===== src/rtl/zx_ula_timing_pkg.sv =====
// Shared constants and the ULA contention delay table for the ZX Spectrum 48K timing stage.
package zx_timing_pkg;

  localparam int unsigned DEF_T_PER_LINE      = 224;
  localparam int unsigned DEF_LINES_PER_FRAME = 312;
  localparam int unsigned DEF_INT_LEN         = 32;
  localparam int unsigned DEF_CONT_FIRST_LINE = 64;
  localparam int unsigned DEF_CONT_LAST_LINE  = 255;

  typedef logic [8:0] raster_t;

  // Extra T-states the ULA holds the CPU off, indexed by the low hcount bits.
  function automatic logic [2:0] contention_delay(input logic [2:0] phase);
    logic [2:0] delay;
    case (phase)
      3'd0:    delay = 3'd6;
      3'd1:    delay = 3'd5;
      3'd2:    delay = 3'd4;
      3'd3:    delay = 3'd3;
      3'd4:    delay = 3'd2;
      3'd5:    delay = 3'd1;
      default: delay = 3'd0;
    endcase
    return delay;
  endfunction

endpackage


===== src/rtl/zx_ula_timing_if.sv =====
// CPU-facing signals of the ULA timing stage: memory request sideband in, clock-enable and interrupt out.
interface zx_ula_timing_if;

  logic       MREQ_n;
  logic [1:0] A_hi;
  logic       CLKEN;
  logic       INT_n;

  modport master (output MREQ_n, output A_hi, input CLKEN, input INT_n);
  modport slave  (input MREQ_n, input A_hi, output CLKEN, output INT_n);

endinterface


===== src/rtl/zx_ula_timing_tstate_div.sv =====
// System-clock divider: t_en is high for one clock out of every CLK_DIV.
module zx_tstate_div #(
  parameter int unsigned CLK_DIV = 2
) (
  input  logic CLK_n,
  input  logic RESET_n,
  output logic t_en
);

  localparam int unsigned DIV_W = $clog2(CLK_DIV);
  localparam logic [DIV_W-1:0] DIV_LAST = DIV_W'(CLK_DIV - 1);

  logic [DIV_W-1:0] div;

  always_ff @(posedge CLK_n) begin
    if (!RESET_n) begin
      div <= '0;
    end else if (div == DIV_LAST) begin
      div <= '0;
    end else begin
      div <= div + 1'b1;
    end
  end

  always_comb t_en = (div == DIV_LAST);

endmodule


===== src/rtl/zx_ula_timing.sv =====
// ZX Spectrum 48K timing: CPU CLKEN, raster counters, frame INT_n.
// Define ZX_CONTENTION_EN to stretch CLKEN on accesses to 0x4000-0x7FFF.
module zx_ula_timing
  import zx_timing_pkg::*;
#(
  parameter int unsigned CLK_DIV         = 2,
  parameter int unsigned T_PER_LINE      = DEF_T_PER_LINE,
  parameter int unsigned LINES_PER_FRAME = DEF_LINES_PER_FRAME,
  parameter int unsigned INT_LEN         = DEF_INT_LEN,
  parameter int unsigned CONT_FIRST_LINE = DEF_CONT_FIRST_LINE,
  parameter int unsigned CONT_LAST_LINE  = DEF_CONT_LAST_LINE
) (
  input  logic            CLK_n,
  input  logic            RESET_n,
  zx_ula_timing_if.slave  cpu,
  output raster_t         hcount,
  output raster_t         vcount,
  output logic            frame_tick
);

  localparam raster_t H_LAST  = 9'(T_PER_LINE - 1);
  localparam raster_t V_LAST  = 9'(LINES_PER_FRAME - 1);
  localparam raster_t INT_END = 9'(INT_LEN);
  localparam raster_t C_FIRST = 9'(CONT_FIRST_LINE);
  localparam raster_t C_LAST  = 9'(CONT_LAST_LINE);

  logic       t_en;
  logic       h_wrap;
  logic       v_wrap;
  logic [2:0] stall;

  zx_tstate_div #(.CLK_DIV(CLK_DIV)) u_div (
    .CLK_n   (CLK_n),
    .RESET_n (RESET_n),
    .t_en    (t_en)
  );

  always_comb begin
    h_wrap = (hcount == H_LAST);
    v_wrap = (vcount == V_LAST);
  end

  always_ff @(posedge CLK_n) begin
    if (!RESET_n) begin
      hcount     <= '0;
      vcount     <= '0;
      cpu.CLKEN  <= 1'b0;
      cpu.INT_n  <= 1'b1;
      frame_tick <= 1'b0;
    end else begin
      cpu.CLKEN  <= t_en && (stall == '0);
      cpu.INT_n  <= !((vcount == '0) && (hcount < INT_END));
      frame_tick <= t_en && h_wrap && v_wrap;
      if (t_en) begin
        if (h_wrap) begin
          hcount <= '0;
          vcount <= v_wrap ? '0 : vcount + 1'b1;
        end else begin
          hcount <= hcount + 1'b1;
        end
      end
    end
  end

`ifdef ZX_CONTENTION_EN
  logic cont_req;

  always_comb begin
    cont_req = !cpu.MREQ_n && (cpu.A_hi == 2'b01) &&
               (vcount >= C_FIRST) && (vcount <= C_LAST) && (hcount < 9'd128);
  end

  // Counters keep running during a stall; only CLKEN is held off.
  always_ff @(posedge CLK_n) begin
    if (!RESET_n) begin
      stall <= '0;
    end else if (t_en) begin
      if (stall != '0) begin
        stall <= stall - 1'b1;
      end else if (cont_req) begin
        stall <= contention_delay(hcount[2:0]);
      end
    end
  end
`else
  logic unused_cont;

  always_comb begin
    stall       = '0;
    unused_cont = ^{cpu.MREQ_n, cpu.A_hi, C_FIRST, C_LAST};
  end
`endif

endmodule


===== src/flat_wrapper.sv =====
// flat-port wrapper written by rule: the top's interface ports become plain ports
module zx_ula_timing_flat import zx_timing_pkg::*;
#(
  parameter int unsigned CLK_DIV         = 2,
  parameter int unsigned T_PER_LINE      = DEF_T_PER_LINE,
  parameter int unsigned LINES_PER_FRAME = DEF_LINES_PER_FRAME,
  parameter int unsigned INT_LEN         = DEF_INT_LEN,
  parameter int unsigned CONT_FIRST_LINE = DEF_CONT_FIRST_LINE,
  parameter int unsigned CONT_LAST_LINE  = DEF_CONT_LAST_LINE
)
  (CLK_n, RESET_n, hcount, vcount, frame_tick, cpu_MREQ_n, cpu_A_hi, cpu_CLKEN, cpu_INT_n);
  zx_ula_timing_if cpu_i ();
  input  logic CLK_n;
  input  logic RESET_n;
  output raster_t hcount;
  output raster_t vcount;
  output logic frame_tick;
  input wire logic [$bits(cpu_i.MREQ_n)-1:0] cpu_MREQ_n;
  input wire logic [$bits(cpu_i.A_hi)-1:0] cpu_A_hi;
  output wire logic [$bits(cpu_i.CLKEN)-1:0] cpu_CLKEN;
  output wire logic [$bits(cpu_i.INT_n)-1:0] cpu_INT_n;
  assign cpu_i.MREQ_n = cpu_MREQ_n;
  assign cpu_i.A_hi = cpu_A_hi;
  assign cpu_CLKEN = cpu_i.CLKEN;
  assign cpu_INT_n = cpu_i.INT_n;
  zx_ula_timing #(.CLK_DIV(CLK_DIV), .T_PER_LINE(T_PER_LINE), .LINES_PER_FRAME(LINES_PER_FRAME), .INT_LEN(INT_LEN), .CONT_FIRST_LINE(CONT_FIRST_LINE), .CONT_LAST_LINE(CONT_LAST_LINE)) u_core (.CLK_n(CLK_n), .RESET_n(RESET_n), .cpu(cpu_i), .hcount(hcount), .vcount(vcount), .frame_tick(frame_tick));
endmodule

===== config.mk =====
export PLATFORM = sky130hd
export DESIGN_NAME = zx_ula_timing_flat
export DESIGN_NICKNAME = d
export VERILOG_FILES = /design/src/rtl/zx_ula_timing_pkg.sv /design/src/rtl/zx_ula_timing_if.sv /design/src/rtl/zx_ula_timing_tstate_div.sv /design/src/rtl/zx_ula_timing.sv /design/src/flat_wrapper.sv
export SDC_FILE = /design/constraint.sdc
export NUM_CORES = 1
export LEC_CHECK = 0
export BUFFER_PORTS_ARGS = -buffer_cell sky130_fd_sc_hd__buf_4
export CORE_MARGIN = 4
export CORE_UTILIZATION = 54
export CTS_BUF_LIST = sky130_fd_sc_hd__clkbuf_8
export CTS_CLUSTER_DIAMETER = 80
export DETAILED_ROUTE_END_ITERATION = 8
export MAX_ROUTING_LAYER = met4
export PLACE_DENSITY = 0.82
export SLEW_MARGIN = 20
export SYNTH_ARGS = -nofsm -noshare
export SYNTH_HDL_FRONTEND = slang
export SYNTH_SLANG_ARGS = --single-unit

===== constraint.sdc =====
create_clock -name CLK_n -period 1.86 [get_ports CLK_n]
set_input_delay 0 -clock CLK_n [delete_from_list [all_inputs] [get_ports CLK_n]]
set_output_delay 0 -clock CLK_n [all_outputs]
set_load 0.01 [all_outputs]

==> metrics.md <==
| Metric | Value |
|---|---|
| CTS Hold Bufs | `0` |
| CP endpoint kind | `flip-flop` |
| H-tree depth | `1` |
| Area delta synth->final | `21.13%` |
| Placer congestion estimate | `0.7874` |
| Met3 GRT Util | `0.02849` |
| Mapped Cells | `121` |
| Simple-gate share of the synthesized area | `0.3164` |
| Yosys reg bits | `22` |
| Leakage | `0.4962 nW` |
| Worst VDD drop | `0.4672 mV` |
| Core area | `1821 um^2` |
| Share of cells above drive strength 1 | `0.2500` |
| Most common library cells after synthesis | `22 x dfxtp_1, 14 x nand2_1, 9 x nor2_1, 8 x nand3_1, 8 x xnor2_1` |
| CTS Root Cell | `clkbuf_8` |
| First-pass GRT wire length | `4022 um` |
| CP arrival | `1.89 ns` |
| Adder-Cell Fraction of Synth Area | `0.03464` |
| CTS Buf Count | `3` |
| Most used DFF post-synth | `dfxtp_1` |
| Max Clock Skew | `0.005875 ns` |
| Gr ovfl total | `0` |
| Most frequent cell after synthesis | `dfxtp_1` |
| CTS tree | `done` |
| Diodes inserted | `0` |
| Mux cell area share after synthesis | `0` |
| Layout fillers | `157` |
| CTS Buffer Depth | `2` |
| Tmin final | `1.700 ns` |
| DIE AREA | `2787 um^2` |
| IO Port Bufs | `22` |
| Worst slew margin | `0.7743` |
| HP Class | `in -> reg` |
| CP cell instances | `ha_1 -> and4_2 -> nand2_1 -> or3_4 -> o22ai_2` |
| Final setup vio count | `0` |
| Met2 usage in global routing | `0.3202` |
| Post-layout util | `0.7210` |
| Routed Wire Length | `2315 um` |
| Unrepaired setup endpoints after global routing | `no` |
| Die height | `52.80 um` |
| GRT met1 Usage | `0.2530` |
| CP Launch Type | `flip-flop` |
| Synth Cell Area | `1084 um^2` |
| Initial Utilization | `0.5952` |
| Routed vias/inst | `5.769` |
| Status | `finished clean` |
| GRT Overall Usage | `0.1985` |
| DR WL/cell | `13.70 um` |
| Synth Area in XOR/XNOR | `0.07275` |
| # IOs | `26` |
| Sequential area share after synthesis | `0.4065` |
| Clock sink total | `22` |
| Net count after synthesis | `129` |
| Via count | `975` |
| Tcrit/Tclk final | `0.9138` |
| Share of synthesized registers carrying an async set or reset | `0` |
| Number of synthesis warnings | `0` |
| Largest family of logic cells by synthesized area | `simple AND/OR/NAND/NOR gates` |
| Unique masters post-synth | `38` |
| Multi-input gate area | `596.8 um^2` |
| Initial drt markers | `8` |
| Worst-path clk slew | `0.08 ns` |
| HPWL Detailed | `1711 um` |
| Die X | `52.80 um` |
| Router iterations before antenna repair | `4` |
| DRC | `0` |
| Max Freq | `0.5883 GHz` |
| NumNets Final | `154` |
| Max-slew violation count | `0` |
| FF/Latch Area | `440.4 um^2` |
| Setup TNS | `0 ns` |
| Initial antenna violation count | `0` |
| Site Rows | `15` |
| Critical path peak fanout | `5` |
| Post-synth EDFFs | `0` |
| Synth area leader | `dfxtp_1` |
| CTS-repair resized insts | `0` |
| Worst-margin pin slew | `0.3381 ns` |
| Clock Latency Late Sink | `0.26 ns` |
| Synth Area in Compound Gates | `0.1270` |
| Most crowded layer after global routing | `met2` |
| Hold Vio Cnt, Final | `0` |
| Largest net degree at the start of global routing | `19` |
| Vias in the first global route | `905` |
| PwrDens | `616.6 nW/um^2` |
| Post-CTS Setup Bufs | `0` |
| Crit Path Class | `reg -> reg` |
| Max Cap Violations | `0` |
| CP peak stage delay | `0.44 ns` |
| Syn_area_per_cell | `8.955 um^2` |
| Final ANT Viol Nets | `0` |
| Synth top area share | `0.4065` |
| Crit-path slowest cell | `or3_4` |
| WP data required | `2.05 ns` |
| Top area cells in the synthesized netlist | `dfxtp_1 41%, xnor2_1 6.5%, nand2_1 4.8%, nand3_1 3.7%, ha_1 3.5%` |
[cell usage in the layout (no fill, tap or decap), drive strengths merged, types with 2 or more instances in the layout]
| cell type | synthesis | layout |
|---|---|---|
| nor3 | 4 | 4 |
| nand2 | 14 | 14 |
| clkbuf | 2 | 3 |
| dfxtp | 22 | 22 |
| o21ai | 3 | 3 |
| and2 | 4 | 4 |
| inv | 6 | 6 |
| and3 | 2 | 2 |
| nor2 | 9 | 9 |
| and4 | 3 | 3 |
| xnor2 | 8 | 8 |
| o22ai | 4 | 4 |
| nand4 | 4 | 4 |
| buf | 2 | 24 |
| nor4 | 3 | 3 |
| nand3 | 9 | 9 |
| ha | 3 | 3 |
| a21oi | 4 | 4 |
[layout make-up]
type / instances / area share
clock buffers: 3 / 0.03146
inverters: 6 / 0.01716
multi-input cells: 89 / 0.4547
flip-flops and latches: 22 / 0.3356
well taps: 25 / 0.02383
repair buffers: 24 / 0.1373
[cell families after synthesis]
| family | after synthesis |
|---|---|
| simple gates | 60 |
| xor+xnor | 9 |
| buf+inv | 10 |
| fa+ha+maj | 3 |
| flops | 22 |
| compound gates | 17 |
[per-stage QoR]
| step | power [mW] | cell area (um^2) | std cells | hold slack, ns | worst slack (ns) |
|---|---|---|---|---|---|
| after floorplan | 0.5169 | 1084 | 121 | 0.3040 | 0.2728 |
| after global placement | 0.5298 | 1271 | 166 | 0.3277 | 0.2237 |
| after detailed placement | 0.5324 | 1271 | 166 | 0.3335 | 0.1928 |
| after CTS | 0.8110 | 1313 | 169 | 0.05875 | 0.1612 |
| after global routing | 0.8455 | 1313 | 169 | 0.06893 | 0.04543 |
| final | 0.8093 | 1313 | 169 | 0.05453 | 0.1603 |
[per-layer routing]
layer / wire (um) / vias to the layer above
met3: 75 / 5
met2: 1105 / 19
met4: 33 / 0
li1: - / 482
met1: 1102 / 469
met5: 0 / -
[flip-flops by register name, indices dropped and copies added, names as in the netlist]
register / count
u_core.cpu.CLKEN: 1
u_core.cpu.INT_n: 1
u_core.frame_tick: 1
u_core.hcount: 9
u_core.u_div.t_en: 1
u_core.vcount: 9
[where the power goes]
part           leakage, nW  switching, mW  internal (mW)  total, mW
Clock               0.0216          0.144          0.144      0.289
Combinational        0.296         0.0195         0.0143     0.0338
Sequential           0.178        0.00855          0.478      0.487
[final timing paths]
kind | start | endpoint | slack, ns | cells after the start
worst max-delay path | u_core.hcount[0] | u_core.vcount[1] | 0.16 | 5
worst max register to register | u_core.hcount[0] | u_core.vcount[1] | 0.16 | 5
worst min-delay path | RESET_n | u_core.frame_tick | 0.05 | 3
worst min register to register | u_core.hcount[0] | u_core.hcount[0] | 0.52 | 2
[worst max-delay path: cells and delay by family (launching register included)]
| kind | cells | cell delay [ns] |
|---|---|---|
| AND/OR/NAND/NOR | 3 | 0.86 |
| flip-flops | 1 | 0.39 |
| adder cells (fa/ha/maj) | 1 | 0.26 |
| AO/OA/AOI/OAI | 1 | 0.12 |
(Power assumes the default switching activity.)
